==> src/rtl/camera_csr_mz_if.sv <==
// camera_csr_mz_if: AHB-lite slave bus bundle for the camera CSR block.
interface camera_csr_mz_if;
    logic        sHSEL;
    logic        sHWrite;
    logic        sHREADY;
    logic [1:0]  sHTRANS;
    logic [31:0] sHADDR;
    logic [31:0] sHWDATA;
    logic        sHREADY_RESP;
    logic [1:0]  sHRESP;
    logic [31:0] sHRDATA;
    modport slave (
        input  sHSEL, sHWrite, sHREADY, sHTRANS, sHADDR, sHWDATA,
        output sHREADY_RESP, sHRESP, sHRDATA
    );
    modport master (
        output sHSEL, sHWrite, sHREADY, sHTRANS, sHADDR, sHWDATA,
        input  sHREADY_RESP, sHRESP, sHRDATA
    );
endinterface

==> src/rtl/camera_csr_mz.sv <==
// camera_csr_mz: AHB-lite CSR block for a camera capture path.
// Holds zone base addresses, sticky status/interrupts, capture FSM and frame counter.
module camera_csr_mz #(
    parameter int N_ZONE   = 3,
    parameter int CNT_W    = 4,
    parameter int RQTH_RST = 5,
    parameter int FCNT_W   = 16
) (
    input  logic                   HCLK,
    input  logic                   HReset_N,
    camera_csr_mz_if.slave         bus,
    output logic                   Interrupt,
    output logic [32*N_ZONE-1:0]   BASE_ADDR,
    output logic [N_ZONE-1:0]      DATAOK,
    input  logic [N_ZONE-1:0]      DATAOK_Set,
    input  logic                   RQOverFlow,
    input  logic [CNT_W-1:0]       RQCNT,
    input  logic [2:0]             CurrentZone,
    input  logic [1:0]             ProtocolErr,
    input  logic                   FrameEnd,
    output logic                   HrefCtrl,
    output logic                   VsyncCtrl,
    output logic                   CaptureEn
);
    typedef enum logic [1:0] {IDLE = 2'd0, RUN = 2'd1, STOPPING = 2'd2} state_t;

    localparam logic [12:0] SMASK = {5'h1f, 8'((1 << N_ZONE) - 1)};

    state_t              state_q, state_d;
    logic                wr_pend_q, wr_pend_d;
    logic [9:0]          wr_addr_q, wr_addr_d;
    logic                rd_stall_q, rd_stall_d;
    logic [9:0]          rd_addr_q, rd_addr_d;
    logic                ready_q, ready_d;
    logic [31:0]         rdata_q, rdata_d;
    logic [31:0]         base_q [N_ZONE];
    logic [31:0]         base_d [N_ZONE];
    logic [CNT_W-1:0]    rqth_q, rqth_d;
    logic [12:0]         status_q, status_d;
    logic [12:0]         inten_q, inten_d;
    logic                cap_q, cap_d, vsync_q, vsync_d, href_q, href_d, grace_q, grace_d;
    logic [FCNT_W-1:0]   fcnt_q, fcnt_d;

    logic                acc, stall_start, run;
    logic [9:0]          ra;
    logic [31:0]         rmux;
    logic [31:0]         wd;
    logic                we_rqth, we_st, we_ie, we_gcr, we_fc;
    logic [12:0]         set;
    logic [FCNT_W-1:0]   fc_base;
    logic                unused_bits;

    assign unused_bits = ^{bus.sHADDR[31:12], bus.sHADDR[1:0], bus.sHTRANS[0]};

    assign acc         = bus.sHSEL & bus.sHREADY & bus.sHTRANS[1];
    assign stall_start = acc & ~bus.sHWrite & wr_pend_q;
    assign run         = state_q != IDLE;
    assign wd          = bus.sHWDATA;
    assign we_rqth     = wr_pend_q && wr_addr_q == 10'h011;
    assign we_st       = wr_pend_q && wr_addr_q == 10'h012;
    assign we_ie       = wr_pend_q && wr_addr_q == 10'h013;
    assign we_gcr      = wr_pend_q && wr_addr_q == 10'h014;
    assign we_fc       = wr_pend_q && wr_addr_q == 10'h015;

    // A stalled read is re-evaluated once the pending write has landed
    assign ra = rd_stall_q ? rd_addr_q : bus.sHADDR[11:2];

    always_comb begin
        rmux = '0;
        for (int i = 0; i < N_ZONE; i++)
            if (ra == 10'(i)) rmux = base_q[i];
        case (ra)
            10'h010: rmux = 32'(RQCNT);
            10'h011: rmux = 32'(rqth_q);
            10'h012: rmux = {13'd0, CurrentZone, 3'd0, status_q};
            10'h013: rmux = 32'(inten_q);
            10'h014: rmux = {28'd0, cap_q, vsync_q, href_q, grace_q};
            10'h015: rmux = 32'(fcnt_q);
            10'h016: rmux = {30'd0, state_q};
            default: ;
        endcase
    end

    always_comb begin
        wr_pend_d  = acc & bus.sHWrite;
        wr_addr_d  = (acc & bus.sHWrite) ? bus.sHADDR[11:2] : wr_addr_q;
        rd_stall_d = stall_start;
        rd_addr_d  = stall_start ? bus.sHADDR[11:2] : rd_addr_q;
        ready_d    = ~stall_start;
        rdata_d    = ((acc & ~bus.sHWrite & ~wr_pend_q) | rd_stall_q) ? rmux : rdata_q;
    end

    always_comb begin
        base_d = base_q;
        for (int i = 0; i < N_ZONE; i++)
            if (wr_pend_q && wr_addr_q == 10'(i)) base_d[i] = wd;
        rqth_d = we_rqth ? wd[CNT_W-1:0] : rqth_q;
        set = '0;
        for (int i = 0; i < N_ZONE; i++) set[i] = DATAOK_Set[i];
        set[8]  = RQCNT >= rqth_q;
        set[9]  = RQOverFlow;
        set[10] = ProtocolErr[0];
        set[11] = ProtocolErr[1];
        set[12] = FrameEnd & run;
        status_d = ((status_q & ~(we_st ? wd[12:0] : 13'd0)) | set) & SMASK;
        inten_d  = we_ie ? wd[12:0] & SMASK : inten_q;
        cap_d    = we_gcr ? wd[0] : cap_q;
        grace_d  = we_gcr ? wd[3] : grace_q;
        vsync_d  = (we_gcr && state_q == IDLE) ? wd[1] : vsync_q;
        href_d   = (we_gcr && state_q == IDLE) ? wd[2] : href_q;
        // Clear then count, so a frame ending during the clearing write leaves 1
        fc_base = we_fc ? '0 : fcnt_q;
        fcnt_d  = (FrameEnd && run && !(&fc_base)) ? fc_base + FCNT_W'(1) : fc_base;
    end

    always_comb begin
        state_d = state_q;
        case (state_q)
            IDLE:     if (we_gcr && wd[0]) state_d = RUN;
            RUN:      if (we_gcr && !wd[0]) state_d = wd[3] ? STOPPING : IDLE;
            STOPPING: if (we_gcr) state_d = wd[0] ? RUN : (wd[3] ? STOPPING : IDLE);
                      else if (FrameEnd) state_d = IDLE;
            default:  state_d = IDLE;
        endcase
    end

    always_ff @(posedge HCLK or negedge HReset_N)
        if (!HReset_N) state_q <= IDLE;
        else state_q <= state_d;

    always_ff @(posedge HCLK or negedge HReset_N) begin
        if (!HReset_N) begin
            wr_pend_q  <= 1'b0;
            wr_addr_q  <= '0;
            rd_stall_q <= 1'b0;
            rd_addr_q  <= '0;
            ready_q    <= 1'b1;
            rdata_q    <= '0;
            base_q     <= '{default: '0};
            rqth_q     <= CNT_W'(RQTH_RST);
            status_q   <= '0;
            inten_q    <= '0;
            cap_q      <= 1'b0;
            vsync_q    <= 1'b0;
            href_q     <= 1'b0;
            grace_q    <= 1'b0;
            fcnt_q     <= '0;
        end else begin
            wr_pend_q  <= wr_pend_d;
            wr_addr_q  <= wr_addr_d;
            rd_stall_q <= rd_stall_d;
            rd_addr_q  <= rd_addr_d;
            ready_q    <= ready_d;
            rdata_q    <= rdata_d;
            base_q     <= base_d;
            rqth_q     <= rqth_d;
            status_q   <= status_d;
            inten_q    <= inten_d;
            cap_q      <= cap_d;
            vsync_q    <= vsync_d;
            href_q     <= href_d;
            grace_q    <= grace_d;
            fcnt_q     <= fcnt_d;
        end
    end

    for (genvar i = 0; i < N_ZONE; i++) begin : g_base
        assign BASE_ADDR[32*i +: 32] = base_q[i];
    end

    assign DATAOK           = status_q[N_ZONE-1:0];
    assign Interrupt        = |(inten_q & status_q);
    assign VsyncCtrl        = vsync_q;
    assign HrefCtrl         = href_q;
    assign CaptureEn        = run;
    assign bus.sHREADY_RESP = ready_q;
    assign bus.sHRESP       = 2'b00;
    assign bus.sHRDATA      = rdata_q;
endmodule

==> src/flat_wrapper.sv <==
// flat-port wrapper written by rule: the top's interface ports become plain ports
module camera_csr_mz_flat 
#(
    parameter int N_ZONE   = 3,
    parameter int CNT_W    = 4,
    parameter int RQTH_RST = 5,
    parameter int FCNT_W   = 16
)
  (HCLK, HReset_N, Interrupt, BASE_ADDR, DATAOK, DATAOK_Set, RQOverFlow, RQCNT, CurrentZone, ProtocolErr, FrameEnd, HrefCtrl, VsyncCtrl, CaptureEn, bus_sHSEL, bus_sHWrite, bus_sHREADY, bus_sHTRANS, bus_sHADDR, bus_sHWDATA, bus_sHREADY_RESP, bus_sHRESP, bus_sHRDATA);
  camera_csr_mz_if bus_i ();
  input  logic HCLK;
  input  logic HReset_N;
  output logic Interrupt;
  output logic [32*N_ZONE-1:0] BASE_ADDR;
  output logic [N_ZONE-1:0] DATAOK;
  input  logic [N_ZONE-1:0] DATAOK_Set;
  input  logic RQOverFlow;
  input  logic [CNT_W-1:0] RQCNT;
  input  logic [2:0] CurrentZone;
  input  logic [1:0] ProtocolErr;
  input  logic FrameEnd;
  output logic HrefCtrl;
  output logic VsyncCtrl;
  output logic CaptureEn;
  input wire logic [$bits(bus_i.sHSEL)-1:0] bus_sHSEL;
  input wire logic [$bits(bus_i.sHWrite)-1:0] bus_sHWrite;
  input wire logic [$bits(bus_i.sHREADY)-1:0] bus_sHREADY;
  input wire logic [$bits(bus_i.sHTRANS)-1:0] bus_sHTRANS;
  input wire logic [$bits(bus_i.sHADDR)-1:0] bus_sHADDR;
  input wire logic [$bits(bus_i.sHWDATA)-1:0] bus_sHWDATA;
  output wire logic [$bits(bus_i.sHREADY_RESP)-1:0] bus_sHREADY_RESP;
  output wire logic [$bits(bus_i.sHRESP)-1:0] bus_sHRESP;
  output wire logic [$bits(bus_i.sHRDATA)-1:0] bus_sHRDATA;
  assign bus_i.sHSEL = bus_sHSEL;
  assign bus_i.sHWrite = bus_sHWrite;
  assign bus_i.sHREADY = bus_sHREADY;
  assign bus_i.sHTRANS = bus_sHTRANS;
  assign bus_i.sHADDR = bus_sHADDR;
  assign bus_i.sHWDATA = bus_sHWDATA;
  assign bus_sHREADY_RESP = bus_i.sHREADY_RESP;
  assign bus_sHRESP = bus_i.sHRESP;
  assign bus_sHRDATA = bus_i.sHRDATA;
  camera_csr_mz #(.N_ZONE(N_ZONE), .CNT_W(CNT_W), .RQTH_RST(RQTH_RST), .FCNT_W(FCNT_W)) u_core (.HCLK(HCLK), .HReset_N(HReset_N), .bus(bus_i), .Interrupt(Interrupt), .BASE_ADDR(BASE_ADDR), .DATAOK(DATAOK), .DATAOK_Set(DATAOK_Set), .RQOverFlow(RQOverFlow), .RQCNT(RQCNT), .CurrentZone(CurrentZone), .ProtocolErr(ProtocolErr), .FrameEnd(FrameEnd), .HrefCtrl(HrefCtrl), .VsyncCtrl(VsyncCtrl), .CaptureEn(CaptureEn));
endmodule
==> config.mk <==
export PLATFORM = sky130hd
export DESIGN_NAME = camera_csr_mz_flat
export DESIGN_NICKNAME = d
export VERILOG_FILES = /design/src/rtl/camera_csr_mz_if.sv /design/src/rtl/camera_csr_mz.sv /design/src/flat_wrapper.sv
export SDC_FILE = /design/constraint.sdc
export NUM_CORES = 1
export LEC_CHECK = 0
export CORE_MARGIN = 5
export CORE_UTILIZATION = 45
export CTS_CLUSTER_SIZE = 25
export DETAILED_ROUTE_END_ITERATION = 16
export PLACE_DENSITY_LB_ADDON = 0.2
export SLEW_MARGIN = 25
export SYNTH_ARGS = -nofsm -noshare
export SYNTH_HDL_FRONTEND = slang
export SYNTH_SLANG_ARGS = --single-unit
==> constraint.sdc <==
create_clock -name HCLK -period 5.6 [get_ports HCLK]
set_input_delay 1.12 -clock HCLK [delete_from_list [all_inputs] [get_ports HCLK]]
set_output_delay 1.12 -clock HCLK [all_outputs]
set_load 0.1 [all_outputs]
==> flow_summary_export.csv <==
group,metric,value,unit
die,die_height,150,um
timing,tightest_slew,1110,ps
run_status,status,"completed",
timing,finalSetupTns,0,ps
place,portBuffers,197,
grt,grt_max_degree,113,
synthesis,ys_seq_area_share,54.9,%
setup_path,critPathBufInv,2,
layout,syn2layout_area_growth,31.9,%
clock_tree,hold_buffers,0,
die,die_w,150,um
pwr,pwr-share-clk,27.1,%
die,num_rows,51,
die,ioPinCount,223,
clock_tree,clkLatencyLatePin,430,ps
synthesis,synth_mux_area_share,15.8,%
clock_tree,cts_resized,0,
grt,grt.total_usage,23.0,%
timing,finalCritPeriodShare,67.1,%
synthesis,synth_xor_area_share,0.696,%
timing,hold_viol,0,
synthesis,yosysWarnings,0,
clock_tree,numCtsBuffers,17,
grt,grt_pass1_vias,7008,
setup_path,path_max_fanout,16,
clock_tree,cts_tree,"yes",
job,maxCapViolations,0,
setup_path,critPathRequiredTime,5960,ps
pwr,combPwrFrac,34.8,%
layout,final_common_cell,"clkdlybuf4s50_1",
pwr,p_leak,0.00474,uW
timing,fin_crit,3760,ps
clock_tree,cts_sinks,193,
routing,wl_per_cell,21.1,um
setup_path,end_kind,"register",
routing,vias,6832,
layout,nets,1016,
setup_path,critPathTopFamily,"buffers and inverters",
pwr,netSwitchingPower,1880,uW
hold_path,hp-class,"reg2reg",
die,core_area,19400,um^2
clock_tree,clk_pin_slew_worst_paths,60,ps
timing,fin_skew,13.3,ps
setup_path,slowest_stage,"nor2_2",
synthesis,ys_ff_latch,193,
timing,rsz0062_at_grt,"false",
timing,slew_headroom,25.4,%
timing,drv_slew,0,
synthesis,synth_compound_area_share,12.7,%
pwr,power_density,388,nW/um^2
layout,final_cells,1204,
clock_tree,cts_root_buffer,"clkbuf_16",
synthesis,synth_edf_count,0,
die,die_area,22500,um^2
place,dp.final_hpwl,17.3,mm
pwr,ir_drop,0.000296,V
setup_path,slowest_delay,850,ps
setup_path,crit_path_start_kind,"input port",
layout,fillers,1649,
clock_tree,htree_levels,4,
layout,layout_common_cells,"clkdlybuf4s50_1 (196), dfrtp_1 (190), mux2_2 (122)",
pwr,p_int,2630,uW
synthesis,synth_top_family_by_area,"multiplexers",
synthesis,yosys.cell_types.count,65,
grt,antenna_found_initial,0,
die,start_util,45.4,%
pwr,p_sw_share,41.7,%
routing,drc_errors,0,
clock_tree,post_cts_buffers,0,
routing,antenna_left,0,
synthesis,synth-adder-area-share,0.710,%
synthesis,async_reset_ff_share,100,%
layout,final_util,59.9,%
synthesis,synthSimpleGateAreaFrac,12.4,%
setup_path,crit_chain,"clkdlybuf4s50_1 > mux2i_1 > o211ai_1 > nor2_2 > buf_4 > a221oi_1 > o21ai_0 > o21a_1",
grt,grt_pass1_wl,39.8,mm
routing,wl,25.4,mm
timing,fmax,266,MHz
layout,final_area,11600,um^2
layout,n_antenna_cell,0,
routing,viasPerCell,5.67,
synthesis,syn_area,8810,um^2
synthesis,synth.avg_cell_area,11.9,um^2
place,place_congestion,0.858,
routing,dr.pass1.iters,7,
layout,layout-drive-gt1-share,19.9,%
place,place_area,11000,um^2
pwr,total_power,4510,uW
synthesis,syn_inst,743,
setup_path,worstPathArrival,4120,ps
routing,first_iter_violations,391,
clock_tree,clockBufferDepth,2,
pwr,sequentialPowerShare,38.1,%
setup_path,crit_type,"in2reg",
synthesis,synth_flop_cell,"dfrtp_1",
timing,finalSetupViolCount,0,
grt,grt-ovfl-total,0,
place,dp.cells,1170,
==> registers in the layout, summed over array words and instances (netlist names), 2 cells and up <==
signal,count
u_core.status_q,8
u_core.bus.sHRDATA,32
u_core.state_q,2
u_core.fcnt_q,16
u_core.rd_addr_q,10
u_core.rqth_q,4
u_core.wr_addr_q,10
u_core.BASE_ADDR,96
u_core.inten_q,8
==> routing by layer <==
metal,routed length (um),GRT usage [%]
met2,12000,36.2
met1,10900,30.7
met4,329,6.18
met3,2260,7.75
met5,0,0
==> stage by stage <==
stage               hold WS, ps  setup slack (ps)
floorplan                   437              2690
global placement            456              1520
detailed placement          457              1520
CTS                         473              1960
global route                500              1580
finish                      476              1840
==> Yosys cell counts (4+ instances only) <==
| library cell | n | area, um^2 |
|---|---|---|
| a222oi_1 | 14 | 140 |
| nor4_1 | 4 | 25.0 |
| nor3_1 | 13 | 65.1 |
| or3_1 | 8 | 50.1 |
| a21oi_1 | 37 | 185 |
| nand2_1 | 70 | 263 |
| buf_2 | 7 | 35.0 |
| and3_1 | 8 | 50.1 |
| nand3b_1 | 4 | 30.0 |
| nor2_1 | 44 | 165 |
| a22oi_1 | 14 | 105 |
| buf_1 | 6 | 22.5 |
| ha_1 | 5 | 62.6 |
| a21o_1 | 10 | 75.1 |
| o31ai_1 | 7 | 52.6 |
| nand4_1 | 4 | 25.0 |
| mux2_2 | 122 | 1370 |
| o21ai_0 | 21 | 105 |
| dfrtp_1 | 190 | 4750 |
| buf_4 | 6 | 45.0 |
| a221o_1 | 6 | 60.1 |
| a221oi_1 | 14 | 123 |
| o21a_1 | 11 | 82.6 |
| nor2b_1 | 6 | 37.5 |
| inv_1 | 7 | 26.3 |
| a31oi_1 | 4 | 25.0 |
| nand3_1 | 9 | 45.0 |
| clkbuf_1 | 23 | 86.3 |
| xnor2_1 | 6 | 52.6 |
==> tightest hold or removal path: cells and delay by family, from the launching register on <==
kind	cells	cell delay [ps]
AND/OR/NAND/NOR	2	110
flip-flops	1	340
==> kinds of logic (layout without fill, tap and decap cells) <==
family,after synthesis,count (layout)
AO/OA/AOI/OAI,158,158
multiplexers,124,124
XOR/XNOR,7,7
adder cells (fa/ha/maj),5,5
flip-flops,193,193
AND/OR/NAND/NOR,204,204
buffers and inverters,51,246
other,1,2
==> layout make-up <==
type | instances | area (um^2) | area share [%]
Clock buffer | 18 | 429 | 3.69
Clock inverter | 14 | 155 | 1.33
Inverter | 7 | 26.3 | 0.226
Multi-Input combinational cell | 500 | 3770 | 32.5
Sequential cell | 193 | 4830 | 41.6
Tap cell | 265 | 332 | 2.85
Timing Repair Buffer | 207 | 2070 | 17.8
==> worst paths after layout <==
kind                       cells after the start                    end  slack [ps]                 from
max                                            8  u_core.bus.sHRDATA[7]        1840        bus_sHADDR[4]
min                                            2    u_core.wr_addr_q[5]         480  u_core.wr_addr_q[5]
max reg2reg                                    7  u_core.bus.sHRDATA[7]        2070    u_core.rd_stall_q
min reg2reg                                    2    u_core.wr_addr_q[5]         480  u_core.wr_addr_q[5]
max in group asynchronous                      3   u_core.BASE_ADDR[66]        3800             HReset_N
min in group asynchronous                      1      u_core.state_q[0]         570             HReset_N
==> power groups by stage <==
| stage | clock, uW | sequential [uW] | combinational [uW] |
|---|---|---|---|
| after floorplan | 0 | 2590 | 270 |
| after global placement | 0 | 1730 | 1570 |
| after detailed placement | 0 | 1740 | 1570 |
| after CTS | 1240 | 1710 | 1580 |
| after global routing | 1300 | 1740 | 1630 |
| final | 1220 | 1720 | 1570 |
Note: power is estimated with default switching activity, not from simulation.
